--- config.mk ---
export PLATFORM = sky130hd
export DESIGN_NAME = led_pattern_ctrl_flat
export DESIGN_NICKNAME = d
export VERILOG_FILES = /design/src/rtl/led_pkg.sv /design/src/rtl/led_pattern_ctrl_if.sv /design/src/rtl/led_tick_gen.sv /design/src/rtl/led_pattern_ctrl.sv /design/src/flat_wrapper.sv
export SDC_FILE = /design/constraint.sdc
export NUM_CORES = 1
export LEC_CHECK = 0
export ABC_AREA = 1
export BUFFER_PORTS_ARGS = -buffer_cell sky130_fd_sc_hd__buf_2
export CAP_MARGIN = 20
export CORE_MARGIN = 1
export CORE_UTILIZATION = 40
export DETAILED_ROUTE_END_ITERATION = 10
export PLACE_DENSITY_LB_ADDON = 0.3
export SYNTH_ARGS = -nofsm -noshare
export SYNTH_HDL_FRONTEND = slang
export SYNTH_SLANG_ARGS = --single-unit
--- constraint.sdc ---
create_clock -name clk -period 3.35 [get_ports clk]
set_input_delay 0.1675 -clock clk [delete_from_list [all_inputs] [get_ports clk]]
set_output_delay 0.1675 -clock clk [all_outputs]
set_load 0.01 [all_outputs]
--- src/rtl/led_pkg.sv ---
// Shared mode encodings, PWM constants and the per-mode initial LED pattern.
package led_pkg;

  typedef enum logic [2:0] {
    MODE_OFF      = 3'd0,
    MODE_ON       = 3'd1,
    MODE_BLINK    = 3'd2,
    MODE_ROT_L    = 3'd3,
    MODE_ROT_R    = 3'd4,
    MODE_PINGPONG = 3'd5,
    MODE_BREATH   = 3'd6,
    MODE_RSVD     = 3'd7
  } mode_e;

  // Shared by ping-pong (up = toward MSB) and breathing (up = brightening).
  typedef enum logic {
    DIR_UP   = 1'b0,
    DIR_DOWN = 1'b1
  } dir_e;

  localparam int PWM_W    = 8;
  localparam int DUTY_MAX = 255;
  // Widest LED bank the pattern helper can describe.
  localparam int LED_MAX  = 64;

  // Reserved encoding falls back to OFF so the bank never shows garbage.
  function automatic mode_e map_mode(input logic [2:0] m);
    return (m == 3'd7) ? MODE_OFF : mode_e'(m);
  endfunction

  // Pattern loaded at reset and on every mode change; callers truncate to n bits.
  function automatic logic [LED_MAX-1:0] init_pattern(input mode_e mode, input int n);
    case (mode)
      MODE_ROT_L, MODE_ROT_R, MODE_PINGPONG: return LED_MAX'(1);
      MODE_ON:                               return {LED_MAX{1'b1}} >> (LED_MAX - n);
      default:                               return '0;
    endcase
  endfunction

endpackage

--- src/rtl/led_pattern_ctrl_if.sv ---
// Control/status bundle between board logic and one LED bank.
// Handshake: there is no valid/ready pair; en/mode/period_cyc are level
// controls sampled every clock, and tick is a one-cycle strobe marking the
// first cycle of each new step (led already shows that step's pattern).
interface led_pattern_ctrl_if #(
  parameter int LED_NUM = 4,
  parameter int CNT_W   = 28
);
  logic               en;
  logic [2:0]         mode;
  logic [CNT_W-1:0]   period_cyc;
  logic [LED_NUM-1:0] led;
  logic               tick;
  logic [2:0]         mode_cur;

  modport master (output en, mode, period_cyc, input led, tick, mode_cur);
  modport slave  (input en, mode, period_cyc, output led, tick, mode_cur);
endinterface

--- src/rtl/led_tick_gen.sv ---
// Step timebase: counts enabled cycles up to max(period_cyc,1)-1 and emits a
// registered tick on the cycle after each wrap. clear restarts the step.
module led_tick_gen #(
  parameter int CNT_W = 28
) (
  input  logic             clk,
  input  logic             rst_n,
  input  logic             en,
  input  logic             clear,
  input  logic [CNT_W-1:0] period_cyc,
  output logic             end_cnt,
  output logic             tick
);

  logic [CNT_W-1:0] cnt_q, cnt_d, last_cnt;
  logic             tick_q, tick_d;

  // Terminal count with period 0 clamped to 1; ">=" ends a step at once if the
  // period is lowered below the running count.
  always_comb begin
    last_cnt = (period_cyc == '0) ? '0 : period_cyc - CNT_W'(1);
    end_cnt  = en && (cnt_q >= last_cnt);
    cnt_d    = cnt_q;
    tick_d   = 1'b0;
    if (clear) begin
      cnt_d = '0;
    end else if (end_cnt) begin
      cnt_d  = '0;
      tick_d = 1'b1;
    end else if (en) begin
      cnt_d = cnt_q + CNT_W'(1);
    end
  end

  // Counter and tick registers.
  always_ff @(posedge clk or negedge rst_n) begin
    if (!rst_n) begin
      cnt_q  <= '0;
      tick_q <= 1'b0;
    end else begin
      cnt_q  <= cnt_d;
      tick_q <= tick_d;
    end
  end

  assign tick = tick_q;

endmodule

--- src/rtl/led_pattern_ctrl.sv ---
// LED pattern engine: mode tracking, per-step pattern update, breathing duty
// and PWM. The step timebase lives in led_tick_gen.
module led_pattern_ctrl
  import led_pkg::*;
#(
  parameter int LED_NUM   = 4,
  parameter int CNT_W     = 28,
  parameter int RST_MODE  = 3,
  parameter int DUTY_STEP = 8
) (
  input logic               clk,
  input logic               rst_n,
  led_pattern_ctrl_if.slave bus
);

  localparam mode_e              RST_MODE_E = map_mode(3'(RST_MODE));
  localparam logic [LED_NUM-1:0] RST_PAT    = LED_NUM'(init_pattern(RST_MODE_E, LED_NUM));

  mode_e              mode_map, mode_cur_q, mode_cur_d;
  logic               mode_chg, end_cnt, step, tick;
  logic [LED_NUM-1:0] led_q, led_d;
  logic [PWM_W-1:0]   duty_q, duty_d, pwm_q, pwm_d;
  dir_e               dir_q, dir_d;
  logic [PWM_W:0]     duty_up, duty_dn;

  assign mode_map = map_mode(bus.mode);
  assign mode_chg = (mode_map != mode_cur_q);
  // A step coinciding with a mode change is dropped.
  assign step     = end_cnt && !mode_chg;

  led_tick_gen #(.CNT_W(CNT_W)) u_tick_gen (
    .clk        (clk),
    .rst_n      (rst_n),
    .en         (bus.en),
    .clear      (mode_chg),
    .period_cyc (bus.period_cyc),
    .end_cnt    (end_cnt),
    .tick       (tick)
  );

  // State register: mode, pattern, breathing duty/direction, PWM counter.
  always_ff @(posedge clk or negedge rst_n) begin
    if (!rst_n) begin
      mode_cur_q <= RST_MODE_E;
      led_q      <= RST_PAT;
      duty_q     <= '0;
      dir_q      <= DIR_UP;
      pwm_q      <= '0;
    end else begin
      mode_cur_q <= mode_cur_d;
      led_q      <= led_d;
      duty_q     <= duty_d;
      dir_q      <= dir_d;
      pwm_q      <= pwm_d;
    end
  end

  // Next state: mode change reloads everything, otherwise apply the step action.
  always_comb begin
    mode_cur_d = mode_cur_q;
    led_d      = led_q;
    duty_d     = duty_q;
    dir_d      = dir_q;
    pwm_d      = bus.en ? pwm_q + PWM_W'(1) : pwm_q;
    // 9-bit arithmetic so saturation is visible in the carry/borrow bit.
    duty_up    = {1'b0, duty_q} + (PWM_W+1)'(DUTY_STEP);
    duty_dn    = {1'b0, duty_q} - (PWM_W+1)'(DUTY_STEP);
    if (mode_chg) begin
      mode_cur_d = mode_map;
      led_d      = LED_NUM'(init_pattern(mode_map, LED_NUM));
      duty_d     = '0;
      dir_d      = DIR_UP;
    end else if (mode_cur_q == MODE_BREATH) begin
      if (bus.en) led_d = {LED_NUM{pwm_q < duty_q}};
      if (step) begin
        if (dir_q == DIR_UP) begin
          if (duty_up >= (PWM_W+1)'(DUTY_MAX)) begin
            duty_d = PWM_W'(DUTY_MAX);
            dir_d  = DIR_DOWN;
          end else begin
            duty_d = duty_up[PWM_W-1:0];
          end
        end else begin
          if (duty_dn[PWM_W] || duty_dn == '0) begin
            duty_d = '0;
            dir_d  = DIR_UP;
          end else begin
            duty_d = duty_dn[PWM_W-1:0];
          end
        end
      end
    end else if (step) begin
      case (mode_cur_q)
        MODE_ON:    led_d = '1;
        MODE_BLINK: led_d = ~led_q;
        MODE_ROT_L: led_d = (led_q << 1) | (led_q >> (LED_NUM-1));
        MODE_ROT_R: led_d = (led_q >> 1) | (led_q << (LED_NUM-1));
        MODE_PINGPONG: begin
          if (LED_NUM == 1) begin
            led_d = '1;
          end else if (dir_q == DIR_UP) begin
            if (led_q[LED_NUM-1]) begin
              led_d = led_q >> 1;
              dir_d = DIR_DOWN;
            end else begin
              led_d = led_q << 1;
            end
          end else begin
            if (led_q[0]) begin
              led_d = led_q << 1;
              dir_d = DIR_UP;
            end else begin
              led_d = led_q >> 1;
            end
          end
        end
        default:    led_d = '0;
      endcase
    end
  end

  // Outputs: everything is driven straight from registers.
  always_comb begin
    bus.led      = led_q;
    bus.tick     = tick;
    bus.mode_cur = mode_cur_q;
  end

endmodule
--- src/flat_wrapper.sv ---
// flat-port wrapper written by rule: the top's interface ports become plain ports
module led_pattern_ctrl_flat import led_pkg::*;
#(
  parameter int LED_NUM   = 4,
  parameter int CNT_W     = 28,
  parameter int RST_MODE  = 3,
  parameter int DUTY_STEP = 8
)
  (clk, rst_n, bus_en, bus_mode, bus_period_cyc, bus_led, bus_tick, bus_mode_cur);
  led_pattern_ctrl_if #(.LED_NUM(LED_NUM), .CNT_W(CNT_W)) bus_i ();
  input logic clk;
  input logic rst_n;
  input wire logic [$bits(bus_i.en)-1:0] bus_en;
  input wire logic [$bits(bus_i.mode)-1:0] bus_mode;
  input wire logic [$bits(bus_i.period_cyc)-1:0] bus_period_cyc;
  output wire logic [$bits(bus_i.led)-1:0] bus_led;
  output wire logic [$bits(bus_i.tick)-1:0] bus_tick;
  output wire logic [$bits(bus_i.mode_cur)-1:0] bus_mode_cur;
  assign bus_i.en = bus_en;
  assign bus_i.mode = bus_mode;
  assign bus_i.period_cyc = bus_period_cyc;
  assign bus_led = bus_i.led;
  assign bus_tick = bus_i.tick;
  assign bus_mode_cur = bus_i.mode_cur;
  led_pattern_ctrl #(.LED_NUM(LED_NUM), .CNT_W(CNT_W), .RST_MODE(RST_MODE), .DUTY_STEP(DUTY_STEP)) u_core (.clk(clk), .rst_n(rst_n), .bus(bus_i));
endmodule
* Word level (Yosys, flattened, before mapping)
Index checks and enable logic that the tools add are counted.
** Storage, ports and cells
- Flip-flop bits (word level) :: 53
- Latch bits :: 0
- Memory bits (writable) :: 0
- Bits in read-only memories :: 0
- Input bits :: 34
- Logic and storage cells :: 79
- Memories :: 0
** Cells by class
- $add $sub $neg :: 5
- $mul :: 0
- Divide/modulo/power cells :: 0
- $lt $le $gt $ge :: 3
- Equality and inequality tests :: 13
- Shift operators :: 0
- Muxes and demuxes :: 33
- Bitwise operators :: 3
- Reduce and logical (&&, ||, !) cells :: 15
** Operators by type and width (count)
- 28-bit two-way mux :: 4
- 8-bit two-way mux :: 6
- 28-bit by 1-bit adder with 28-bit output, second input constant :: 1
- 28-bit greater-or-equal comparator :: 1
- 28-bit logical NOT :: 1
- 4-bit two-way mux :: 7
- 28-bit by 1-bit subtractor with 28-bit output, second input constant :: 1
- 4-bit one-hot mux with 5 select lines :: 1
- 3-bit == test, second input constant :: 6
- 1-bit two-way mux :: 13
- 8-bit by 4-bit adder with 9-bit output, second input constant :: 1
- 3-bit by 2-bit == test with 1-bit output, second input constant :: 3
- 9-bit by 8-bit greater-or-equal comparator with 1-bit output, second input constant :: 1
- 9-bit logical NOT :: 1
- 3-bit nonzero test :: 3
- 8-bit by 4-bit subtractor with 9-bit output, second input constant :: 1
- 8-bit by 1-bit adder with 8-bit output, second input constant :: 1
- 8-bit < comparator :: 1
- 4-bit one-hot mux with 2 select lines :: 1
- 3-bit by 1-bit == test with 1-bit output, second input constant :: 2
- 2-bit AND reduction :: 3
- 4-bit inverter :: 1
- 3-bit by 4-bit bitwise OR with 4-bit output :: 1
- 4-bit by 1-bit bitwise OR with 4-bit output :: 1
- other kinds (8) :: 10

* Longest topological paths before layout
Gate-level depths: netlist of run 1.
- Depth in word-level cells :: 8
- Mapped depth :: 27
- Mapped depth without buffers :: 25

* Cells and area by module
From an unflattened synthesis of run 1, not the netlist that was laid out.
** Unflattened totals
- Cell total of the unflattened synthesis :: 869
- Area total of the unflattened synthesis :: 5301.3 um^2
** By module, submodules not included
- led_tick_gen :: times used 1, cells each 610, area an instance 3548.4 um^2, seq. area each 725.7 um^2
- led_pattern_ctrl :: times used 1, cells each 259, area an instance 1752.9 um^2, seq. area each 554.3 um^2

* Worst setup path after synthesis of run 1
No wires, ideal clock.
- Path type :: in2reg
- Start point :: input port bus_period_cyc[2]
- End point :: register u_core.u_tick_gen.cnt_q[10]
- Library setup time :: 132 ps
- Data arrival time :: 2879 ps
- Data required time :: 3218 ps
- Slack :: 339 ps
- Cell stages on the path :: 21
- Path through :: nor2_1 nand2_1 nor2_1 nand2_1 nor3_1 nand4_1 inv_1 nand2_1 nand2_1 nand3_1 ha_1 nand4_1 nor2_1 nand2_1 nor2_1 nand2_1 nand3_1 nand2_1 nand2_2 clkbuf_1 nor2_1
** Between the ends
- Word-level cells in the longest chain between the ends :: 6
- Elaborated cells on any way between the ends :: 8
** RTL lines
- start: declaration :: line flat_wrapper.sv:15 : input wire logic [$bits(bus_i.period_cyc)-1:0] bus_period_cyc;
- 28-bit by 1-bit subtractor with 28-bit output or 28-bit logical NOT (tied branches) :: line led_tick_gen.sv:21 : last_cnt = (period_cyc == '0) ? '0 : period_cyc - CNT_W'(1);
- 28-bit two-way mux * :: line led_tick_gen.sv:21
- 28-bit greater-or-equal comparator * :: line led_tick_gen.sv:22 : end_cnt = en && (cnt_q >= last_cnt);
- 1-bit logical AND * :: line led_tick_gen.sv:22
- 28-bit two-way mux :: line led_tick_gen.sv:27 : end else if (end_cnt) begin
- 28-bit two-way mux :: line led_tick_gen.sv:25 : if (clear) begin
- end signal: assignment :: line led_tick_gen.sv:41 : cnt_q <= cnt_d;
- end: declaration :: line led_tick_gen.sv:15 : logic [CNT_W-1:0] cnt_q, cnt_d, last_cnt;
Every way passes the cells marked *; elsewhere a longest branch is shown, timed or not.
A chain may end at the register's enable or synchronous reset.

* Worst setup path after layout of run 1
- Start point :: input port bus_period_cyc[0]
- End point :: register u_core.u_tick_gen.cnt_q[12]
The elaborated chain is that of the path after synthesis.

==> summary.txt, run 1 <==
Status: finished, violations left
Violated checks: negative hold slack
Worst vdd ir: 0.2856 mV
CTS Buffer Depth: 2
Final worst-path setup slack: 460.6 ps
Yosys top cell by area: dfrtp_1
Setup TNS: 0 ps
Std-Cell Rows: 39
Die Footprint: 12060 um2
Final WL: 12.09 mm
Clk pin slew, worst setup/hold paths: 70 ps
Design area: 5301 um2
Clk_skew: 3.804 ps
Post-synthesis sequential area ratio: 0.2754
Critical Path AT: 3060 ps
Mapped cell area: 4648 um2
Dominant cells by area after synthesis: dfrtp_1 26%, nand2_1 15%, ha_1 11%
Synth Area per Inst: 6.593 um2
Via/cell ratio: 5.210
CTS tree: done
Final Non-Filler Cells: 900
TritonCTS Sinks: 51
Worst-path fanout max: 20
Port Buffers: 41
Initial DRC Count: 360
Setup CP Type: in -> reg
Wire per inst: 13.44 um
IO Count: 42
Area grow syn2layout: 14.05%
Setup slack after placement: -128.0 ps
Share of layout cells above drive strength 1: 0.1176
First-pass GRT wire length: 19.95 mm
Max Clk Rate: 346.1 MHz
Footprint of the multi-input gates: 3069 um2
Yosys top cell area share: 0.2584
FF/Latch Area: 1280 um2
Die Wd: 109.8 um
Critical path endpoint category: flip-flop
H-tree levels: 2
Fin Hold WS: -12.08 ps
Asr flop ratio synth: 1.000
Total gr overflow: 0
Flops & latches, synth: 51
Placed inst area: 5096 um2
Slew headroom: 0.4383
Final ANT Viol Nets: 0
Primary FF master, synth: dfrtp_1
Post-synth EDFFs: 0
Worst Tran Pin Value: 842.5 ps
Root Buffer Master: clkbuf_16
CORE AREA: 11370 um2
Max Slew Vio Count: 0
Syn Inst Count: 705
Number of library cell types mapped by synthesis: 35
Gpl congestion: 0.8723
Largest net degree at the start of global routing: 37
Vias in the first global route: 4278
Final Hold Fails: 32
Critical R2R Launch: u_core.bus.mode_cur[0]$_DFFE_PN1N_
Cells after DPL: 893
Residual DRC: 0
Leakage Power: 2.660 nW
Worst hold-check path type: in -> async
GRT Total Usage: 0.2097
Tcrit/Tclk final: 0.8625
Worst-Skew Late Latency: 280 ps
Max Cap Violations: 0
Final setup violation count: 0
DRT Pass-1 Iters: 4
Ys Warns: 0
Crit path time final: 2889 ps
Routed vias: 4689
Filler cells: 1199
CTS Buf Count: 5
Critical Path Source: bus_period_cyc[0]
Initial antenna violation count: 0
HPWL after DPL: 9.784 mm
PwrDens: 329.5 nW/um2
Worst EP required: 3520 ps
CP Launch Type: input pin
Syn Nets: 781
Nets: 833
Die height: 109.8 um
Starting density of the core: 0.4088
Antenna cells: 0
==> sequential cells by signal, summed over array words and instances, names as in the netlist <==
name                     count
u_core.bus.led               4
u_core.u_tick_gen.tick       1
u_core.bus.mode_cur          3
u_core.duty_q                6
u_core.pwm_q                 8
u_core.dir_q                 1
u_core.u_tick_gen.cnt_q     28
==> placed cells by master, fill, tap and decap left out, types with 2 or more instances in the layout <==
| cell type | count |
|---|---|
| nor3_1 | 18 |
| buf_2 | 41 |
| o21ai_1 | 5 |
| inv_1 | 73 |
| xnor2_1 | 9 |
| nor4_1 | 7 |
| a31oi_1 | 2 |
| nand4_1 | 23 |
| nand2_2 | 3 |
| a21o_1 | 4 |
| buf_4 | 13 |
| a21oi_1 | 39 |
| ha_1 | 42 |
| dfstp_2 | 3 |
| or2_2 | 6 |
| o21ai_0 | 29 |
| o211ai_1 | 3 |
| nand3_1 | 50 |
| nand3b_1 | 6 |
| nand3_2 | 2 |
| inv_2 | 2 |
| nor2_1 | 102 |
| nor2_2 | 6 |
| nand2_1 | 178 |
| dfrtp_1 | 48 |
| clkbuf_16 | 5 |
| xor2_1 | 24 |
==> layer usage <==
layer | part of all wire | GRT usage | vias to the layer above
met4 | 0.015 | 0.05524 | 0
met3 | 0.031 | 0.01423 | 14
met1 | 0.47 | 0.2786 | 2141
met2 | 0.48 | 0.3665 | 97
met5 | 0 | 0 | -
li1 | - | - | 2437
==> repair_timing <==
item | CTS | global route
hold buffers | 0 | 0
setup endpoints to repair | 0 | 39
setup buffers | 0 | 0
resized for setup | 0 | 16
==> stage by stage <==
step | utilization | hold WS (ps) | power (mW)
after detailed placement | 0.4482 | 325.8 | 1.184
after floorplan | - | -128.1 | 1.034
after global placement | 0.4482 | 309.9 | 1.170
after global routing | 0.4663 | 48.31 | 1.859
after CTS | 0.4625 | 16.84 | 1.764
final | 0.4663 | -12.08 | 1.747
==> cells in the mapped netlist, drive strengths merged, types with 6 or more instances <==
master  instances
nand3          52
a21oi          39
xor2           24
nand2         181
ha             42
xnor2           9
o21ai          35
inv            76
nor3           19
nand3b          6
clkbuf          7
nand4          23
or2             6
nor2          109
dfrtp          48
nor4            7
==> area by class of cell <==
type | count | area share
clock inverter | 2 | 0.007080
sequential | 51 | 0.2414
clock buffer | 5 | 0.02360
multi-input combinational | 568 | 0.5789
inverter | 76 | 0.05428
tap | 143 | 0.03375
timing repair buffer | 55 | 0.06089
==> power breakdown <==
part	leakage, nW	total [mW]	switching [mW]	internal, mW
Combinational	1.90	0.436	0.260	0.176
Sequential	0.686	0.743	0.0715	0.672
Clock	0.0759	0.568	0.219	0.348
Total	2.66	1.75	0.551	1.20
==> worst max-delay path: stages <==
cell and delay [ps]:
buf_2 120, inv_1 110, ha_1 190, nand2_1 120, nor2_2 160, nand2_2 110, nor4_1 190, buf_4 160
or2_2 90, nand3_1 110, ha_1 330, nand4_1 140, nor2_2 160, nand2_1 80, nor2_1 100, nand2_1 90
nand3_2 90, nand2_1 80, nand2_2 120, buf_12 170, nor2_1 50, nand2_1 60, nand2_1 60
==> logic make-up after synthesis <==
group,Yosys count,share of synthesized area
and+or+nand+nor,406,0.3779
AOI/OAI and AO/OA,87,0.1012
buffers and inverters,86,0.07026
DFF,51,0.2754
adders and majority gates,42,0.1131
xor gates and xnor gates,33,0.06218
==> final timing paths <==
path	to	cells after the start	slack [ps]
hold / removal	u_core.bus.led[1]$_DFFE_PN0P_	1	-10
min in group clk	u_core.bus.mode_cur[0]$_DFFE_PN1N_	2	90
setup / recovery	u_core.u_tick_gen.cnt_q[12]$_DFFE_PN0P_	23	460
hold reg to reg	u_core.duty_q[1]$_DFFE_PN0P_	2	480
max in group asynchronous	u_core.u_tick_gen.cnt_q[13]$_DFFE_PN0P_	2	2620
setup reg to reg	u_core.bus.led[3]$_DFFE_PN0P_	8	910
Power figures use the tool's default switching activity.
==> run 2, diff against run 1 <==
clock period = 2.9 ns   (was 3.35 ns; I/O delays follow)
==> run 2 against run 1 <==
Effect of this change:
- the flow finishes with violations (design-rule violations)
- clock skew increased by 4.1 ps
- first-iteration DRC count decreased by 5.8%
- final area increased by 7.8%
- global-route usage increased by 1.0 points
- non-clock buffer count increased by 40
- die area unchanged
- register-to-register slack got worse by 230 ps
- combinational power increased by 27%
- critical endpoint is now u_core.u_tick_gen.cnt_q[5]$_DFFE_PN0P_
==> summary.txt, run 2 (synthesized netlist as in run 1, its figures left out) <==
Routed length on met1: 5.860 mm (was 5.696 mm)
Initial antenna violation count: 0 (unchanged)
Residual DRC: 2 (was 0)
Setup CP Type: in -> reg (unchanged)
CP Launch Type: input pin (unchanged)
Starting density of the core: 0.4088 (unchanged)
Violated checks: design-rule violations (was negative hold slack)
Leakage Power: 2.888 nW (was 2.660 nW)
H-tree levels: 2 (unchanged)
Design area: 5715 um2 (was 5301 um2)
Final setup violation count: 0 (unchanged)
Worst-path fanout max: 6 (was 20)
CORE AREA: 11370 um2 (unchanged)
Most common cell after layout, fill and taps aside: nand2_1 (unchanged)
Critical path endpoint category: flip-flop (unchanged)
Final WL: 12.73 mm (was 12.09 mm)
Die Footprint: 12060 um2 (unchanged)
Setup TNS: 0 ps (unchanged)
Critical Path Source: bus_period_cyc[2] (was bus_period_cyc[0])
Routed vias: 4897 (was 4689)
Wire per inst: 13.53 um (was 13.44 um)
Worst EP required: 3130 ps (was 3520 ps)
Top reg by flops: u_core.u_tick_gen.cnt_q (unchanged)
Pwr Total: 2.096 mW (was 1.747 mW)
Critical Path AT: 2940 ps (was 3060 ps)
Setup slack after placement: -310.7 ps (was -128.0 ps)
Tcrit/Tclk final: 0.9356
PwrDens: 366.8 nW/um2 (was 329.5 nW/um2)
Initial DRC Count: 339 (was 360)
Die Wd: 109.8 um (unchanged)
WL met3: 457 um (was 379 um)
Die height: 109.8 um (unchanged)
GRT Total Usage: 0.2200 (was 0.2097)
Final core utilization: 0.5027 (was 0.4663)
Share of layout cells above drive strength 1: 0.1830 (was 0.1176)
Max Clk Rate: 368.6 MHz
Final Hold Fails: 0 (was 32)
CTS tree: done (unchanged)
Max stage delay on crit path: 240 ps (was 330 ps)
Largest register FFs: 28 (unchanged)
Total gr overflow: 0 (unchanged)
Final Non-Filler Cells: 941 (was 900)
Fin Hold WS: 57.96 ps (was -12.08 ps)
Largest net degree at the start of global routing: 33 (was 37)
First-pass GRT wire length: 20.96 mm (was 19.95 mm)
Placed inst area: 5364 um2 (was 5096 um2)
Worst hold-check path type: in -> reg (was in -> async)
CTS Buffer Depth: 2 (unchanged)
Root Buffer Master: clkbuf_16 (unchanged)
HPWL after DPL: 9.968 mm (was 9.784 mm)
Final worst-path setup slack: 186.8 ps (was 460.6 ps)
TritonCTS Sinks: 51 (unchanged)
Crit-path cells: buf_2 > buf_4 > nor2_1 > nand2_1 > nor2_2 > nand2_2 > nor3_2 > nand4_1 > and2_1 > o21ai_2 > ha_1 > nand4_1 > nor2_2 > nand2_1 > nand2_1 > nor2_2 > nand3_2 > buf_4 > a21oi_1 > buf_4 > nand2_1 > a21oi_1 (was buf_2 > inv_1 > ha_1 > nand2_1 > nor2_2 > nand2_2 > nor4_1 > buf_4 > or2_2 > nand3_1 > ha_1 > nand4_1 > nor2_2 > nand2_1 > nor2_1 > nand2_1 > nand3_2 > nand2_1 > nand2_2 > buf_12 > nor2_1 > nand2_1 > nand2_1)
RSZ-0062 raised after global routing: true
CTS Buf Count: 5 (unchanged)
Vias in the first global route: 4667 (was 4278)
Clk_skew: 7.897 ps (was 3.804 ps)
Critical R2R Launch: u_core.bus.mode_cur[0]$_DFFE_PN1N_ (unchanged)
Max Cap Violations: 0 (unchanged)
Nets: 873 (was 833)
IO Count: 42 (unchanged)
Std-Cell Rows: 39 (unchanged)
Cells after DPL: 928 (was 893)
Gpl congestion: 0.8779 (was 0.8723)
Top routing layer in use: met4 (unchanged)
Via/cell ratio: 5.204 (was 5.210)
Commonest cells after routing, fill and taps aside: 172 x nand2_1, 97 x nor2_1, 71 x inv_1 (was 178 x nand2_1, 102 x nor2_1, 73 x inv_1)
Port Buffers: 41 (unchanged)
Crit path time final: 2713 ps
Status: finished, violations left (unchanged)
Antenna cells: 0 (unchanged)
Max Slew Vio Count: 0 (unchanged)
Worst-Skew Late Latency: 290 ps (was 280 ps)
DRT Pass-1 Iters: 8 (was 4)
Slew headroom: 0.4918 (was 0.4383)
Area grow syn2layout: 22.96% (was 14.05%)
Final ANT Viol Nets: 0 (unchanged)
Worst Tran Pin Value: 762.3 ps (was 842.5 ps)
Regs by FF count: u_core.u_tick_gen.cnt_q: 28 flops, u_core.pwm_q: 8 flops, u_core.duty_q: 6 flops (unchanged)
Hold Startpoint: bus_mode[1]
Worst vdd ir: 0.3425 mV (was 0.2856 mV)
CP max-delay cell: ha_1 (unchanged)
Top cell by count, worst path: nand2_1 (unchanged)
Clk pin slew, worst setup/hold paths: 70 ps (about the same)
Metal2 WL: 6.112 mm (was 5.836 mm)
run 2: cell types whose count changed in the layout (fill, tap and decap cells not counted), moves of 2 or more:
cell and change:
inv_2 +3, nand2_2 +4, buf_4 +36, nand2_4 +2, nand2_1 -6, nor2_4 +3
nor2_1 -5, inv_1 -2, clkbuf_16 +2, nor2_2 +2
run 2: final timing paths:
check / end / slack (ps) / cells past startpoint
hold / removal: u_core.bus.mode_cur[0]$_DFFE_PN1N_ / 60 / 2
min in group asynchronous: u_core.dir_q$_DFFE_PN0P_ / 460 / 2
max in group asynchronous: u_core.bus.mode_cur[1]$_DFFE_PN1N_ / 1610 / 3
hold reg to reg: u_core.duty_q[1]$_DFFE_PN0P_ / 490 / 2
setup / recovery: u_core.u_tick_gen.cnt_q[5]$_DFFE_PN0P_ / 190 / 22
setup reg to reg: u_core.u_tick_gen.cnt_q[21]$_DFFE_PN0P_ / 680 / 7
run 2: power by group:
| part | total [mW] | switching [mW] | internal [mW] |
|---|---|---|---|
| clock network | 0.682 | 0.274 | 0.408 |
| logic | 0.555 | 0.316 | 0.239 |
| registers | 0.860 | 0.0840 | 0.776 |
| total | 2.10 | 0.674 | 1.42 |
run 2: final cells by class:
class | count | area, um2
Fill cell | 1134 | 5654
Inverter | 76 | 285.3
Tap cell | 143 | 178.9
Multi-Input combinational cell | 568 | 3138
Sequential cell | 51 | 1280
Timing Repair Buffer | 95 | 664.4
Clock inverter | 3 | 43.79
Clock buffer | 5 | 125.1
run 2: layer usage:
layer,track usage,vias up
met5,0,-
met4,0.07810,0
met3,0.01956,23
met2,0.3857,110
met1,0.2807,2254
li1,-,2510
run 2: repair_timing:
item,CTS,global route
cloned,0,2
gates resized for setup,1,37
pin swaps,0,9
endpoints found under the hold margin,31,0
buffers inserted,0,2
endpoints found under the setup margin,2,39
hold buffers,1,0
run 2: critical path, delay by kind of cell:
family / cells / cell delay (ps)
AOI/OAI and AO/OA: 3 / 350
buffers and inverters: 4 / 600
adders and majority gates: 1 / 240
and+or+nand+nor: 14 / 1600
==> run 3, diff against run 2 <==
CTS_BUF_LIST = sky130_fd_sc_hd__clkbuf_2   (was default)
==> run 3 against run 2 <==
Effect of this change:
- the flow now finishes without violations
- maximum frequency increased by 1.7%
- die area unchanged
- final area decreased by 3.4%
- wire length decreased by 1.8%
- first-iteration DRC count increased by 13%
- sequential cell count unchanged
- global-route usage about the same
- critical path type unchanged
- highest routed layer unchanged
==> summary.txt, run 3 (synthesized netlist as in run 1, its figures left out) <==
Status: finished clean (was finished, violations left)
Clk_skew: 19.77 ps (was 7.897 ps)
Wire per inst: 13.28 um (was 13.53 um)
Final setup violation count: 0 (unchanged)
Share of layout cells above drive strength 1: 0.1514 (was 0.1830)
Total gr overflow: 0 (unchanged)
Worst EP required: 3280 ps (was 3130 ps)
RSZ-0062 raised after global routing: false (was true)
DRT Pass-1 Iters: 5 (was 8)
Setup TNS: 0 ps (unchanged)
Worst-path fanout max: 20 (was 6)
Max Clk Rate: 374.7 MHz (was 368.6 MHz)
Design area: 5523 um2 (was 5715 um2)
Antenna cells: 0 (unchanged)
PwrDens: 324.3 nW/um2 (was 366.8 nW/um2)
Leakage Power: 2.821 nW (was 2.888 nW)
Regs by FF count: u_core.u_tick_gen.cnt_q: 28 flops, u_core.pwm_q: 8 flops, u_core.duty_q: 6 flops (unchanged)
Max Slew Vio Count: 0 (unchanged)
Most common cell after layout, fill and taps aside: nand2_1 (unchanged)
CTS Buf Count: 5 (unchanged)
Port Buffers: 41 (unchanged)
CTS Buffer Depth: 2 (unchanged)
Worst Tran Pin Value: 760.7 ps (was 762.3 ps)
Final Hold Fails: 0 (unchanged)
Slew headroom: 0.4929 (was 0.4918)
Critical Path AT: 3050 ps (was 2940 ps)
Die Wd: 109.8 um (unchanged)
Clk pin slew, worst setup/hold paths: 280 ps (was 70 ps)
Top reg by flops: u_core.u_tick_gen.cnt_q (unchanged)
Nets: 874 (was 873)
Largest net degree at the start of global routing: 33 (unchanged)
Starting density of the core: 0.4088 (unchanged)
Final ANT Viol Nets: 0 (unchanged)
Max Cap Violations: 0 (unchanged)
Largest register FFs: 28 (unchanged)
R2R Setup Slk: 630 ps (was 680 ps)
CORE AREA: 11370 um2 (unchanged)
Routed vias: 4835 (was 4897)
Crit path time final: 2669 ps (was 2713 ps)
Area grow syn2layout: 18.82% (was 22.96%)
Std-Cell Rows: 39 (unchanged)
CP Launch Type: input pin (unchanged)
Die height: 109.8 um (unchanged)
H-tree levels: 2 (unchanged)
Commonest cells after routing, fill and taps aside: 179 x nand2_1, 103 x nor2_1, 74 x inv_1 (was 172 x nand2_1, 97 x nor2_1, 71 x inv_1)
CTS tree: done (unchanged)
Final WL: 12.51 mm (was 12.73 mm)
TritonCTS Sinks: 51 (unchanged)
Die Footprint: 12060 um2 (unchanged)
Placed inst area: 5364 um2 (unchanged)
Hold path depth: 3 (was 2)
Reg2reg path depth: 9 (was 7)
Filler cells: 1158 (was 1134)
GRT Total Usage: 0.2199 (was 0.2200)
Worst-Skew Late Latency: 440 ps (was 290 ps)
Initial DRC Count: 383 (was 339)
Tcrit/Tclk final: 0.9202 (was 0.9356)
Setup CP Type: in -> reg (unchanged)
Worst hold-check path type: in -> reg (unchanged)
Residual DRC: 0 (was 2)
Gpl congestion: 0.8779 (unchanged)
Final Non-Filler Cells: 942 (was 941)
Cells after DPL: 928 (unchanged)
Via/cell ratio: 5.133 (was 5.204)
IO Count: 42 (unchanged)
Vias in the first global route: 4691 (was 4667)
HPWL after DPL: 9.968 mm (unchanged)
Root Buffer Master: clkbuf_2 (was clkbuf_16)
First-pass GRT wire length: 21.02 mm (was 20.96 mm)
Worst vdd ir: 0.3411 mV (was 0.3425 mV)
Critical path endpoint category: flip-flop (unchanged)
Initial antenna violation count: 0 (unchanged)
Post-CTS setup buffer count: 0 (unchanged)
-- run 3: cell count changes in the layout (fill, tap and decap cells not counted), moves of 5 or more --
cell           previous run  this run
clkbuf_16                 7         0
clkbuf_2                  0         5
dlygate4sd3_1             1         6
nand2_1                 172       179
nand2_2                   7         1
nor2_1                   97       103
-- run 3: path summary, 6_finish.rpt --
kind	from	endpoint
hold reg to reg	u_core.pwm_q[7]$_DFFE_PN0P_	u_core.pwm_q[7]$_DFFE_PN0P_
setup reg to reg	u_core.bus.mode_cur[0]$_DFFE_PN1N_	u_core.u_tick_gen.cnt_q[12]$_DFFE_PN0P_
setup / recovery	bus_period_cyc[2]	u_core.u_tick_gen.cnt_q[12]$_DFFE_PN0P_
hold / removal	bus_en	u_core.pwm_q[1]$_DFFE_PN0P_
max in group asynchronous	rst_n	u_core.bus.mode_cur[1]$_DFFE_PN1N_
min in group asynchronous	rst_n	u_core.u_tick_gen.tick$_DFF_PN0_
-- run 3: critical path, cell delays in order --
cell and delay (ps):
buf_2 110, buf_4 140, nor2_1 130, nand2_1 90, nor2_1 170, nand2_1 130, nor3_1 180, nand4_1 170
nor2_1 110, o21ai_0 110, ha_1 310, nand4_1 130, nor2_2 150, nand2_1 80, nor2_1 120, nand2_1 80
nand3_1 110, nand2_1 100, nand2_2 140, buf_12 170, nor2_1 60, nand2_1 50, nand2_1 50
-- run 3: layer usage --
layer  track usage  wire, um  part of all wire  up-vias
li1              -         -                 -     2508
met1        0.2821      5895              0.47     2208
met2        0.3848      5967              0.48       99
met3       0.02134       417             0.033       20
met4       0.07238       225             0.018        0
met5             0         0                 0        -
-- run 3: stage by stage --
| stage | setup slack (ps) | power [mW] | hold WS [ps] | utilization |
|---|---|---|---|---|
| after floorplan | 56.23 | 1.194 | -150.6 | - |
| after global placement | -234.7 | 1.374 | 254.4 | 0.4718 |
| after detailed placement | -310.7 | 1.397 | 270.9 | 0.4718 |
| after CTS | 196.1 | 1.799 | 17.43 | 0.4831 |
| after global routing | 4.023 | 1.928 | 9.191 | 0.4857 |
| final | 231.3 | 1.791 | 37.67 | 0.4857 |
-- run 3: what timing repair did --
action | 4_1_cts | 5_1_grt
resized for setup | 0 | 11
endpoints found under the hold margin | 34 | 0
endpoints found under the setup margin | 0 | 33
hold buffers | 6 | 0
-- run 3: final cells by class --
| cell class | count | area, um2 | share of cell area |
|---|---|---|---|
| Sequential cell | 51 | 1280 | 0.2318 |
| Timing Repair Buffer | 96 | 645.6 | 0.1169 |
| Tap cell | 143 | 178.9 | 0.03240 |
| Multi-Input combinational cell | 568 | 3064 | 0.5548 |
| Clock inverter | 3 | 43.79 | 0.007929 |
| Clock buffer | 5 | 25.02 | 0.004531 |
| Inverter | 76 | 285.3 | 0.05165 |
-- run 3: report_power, final --
part / switching, mW / internal, mW / total (mW)
logic: 0.309 / 0.230 / 0.539
clock network: 0.245 / 0.146 / 0.391
registers: 0.0842 / 0.777 / 0.861
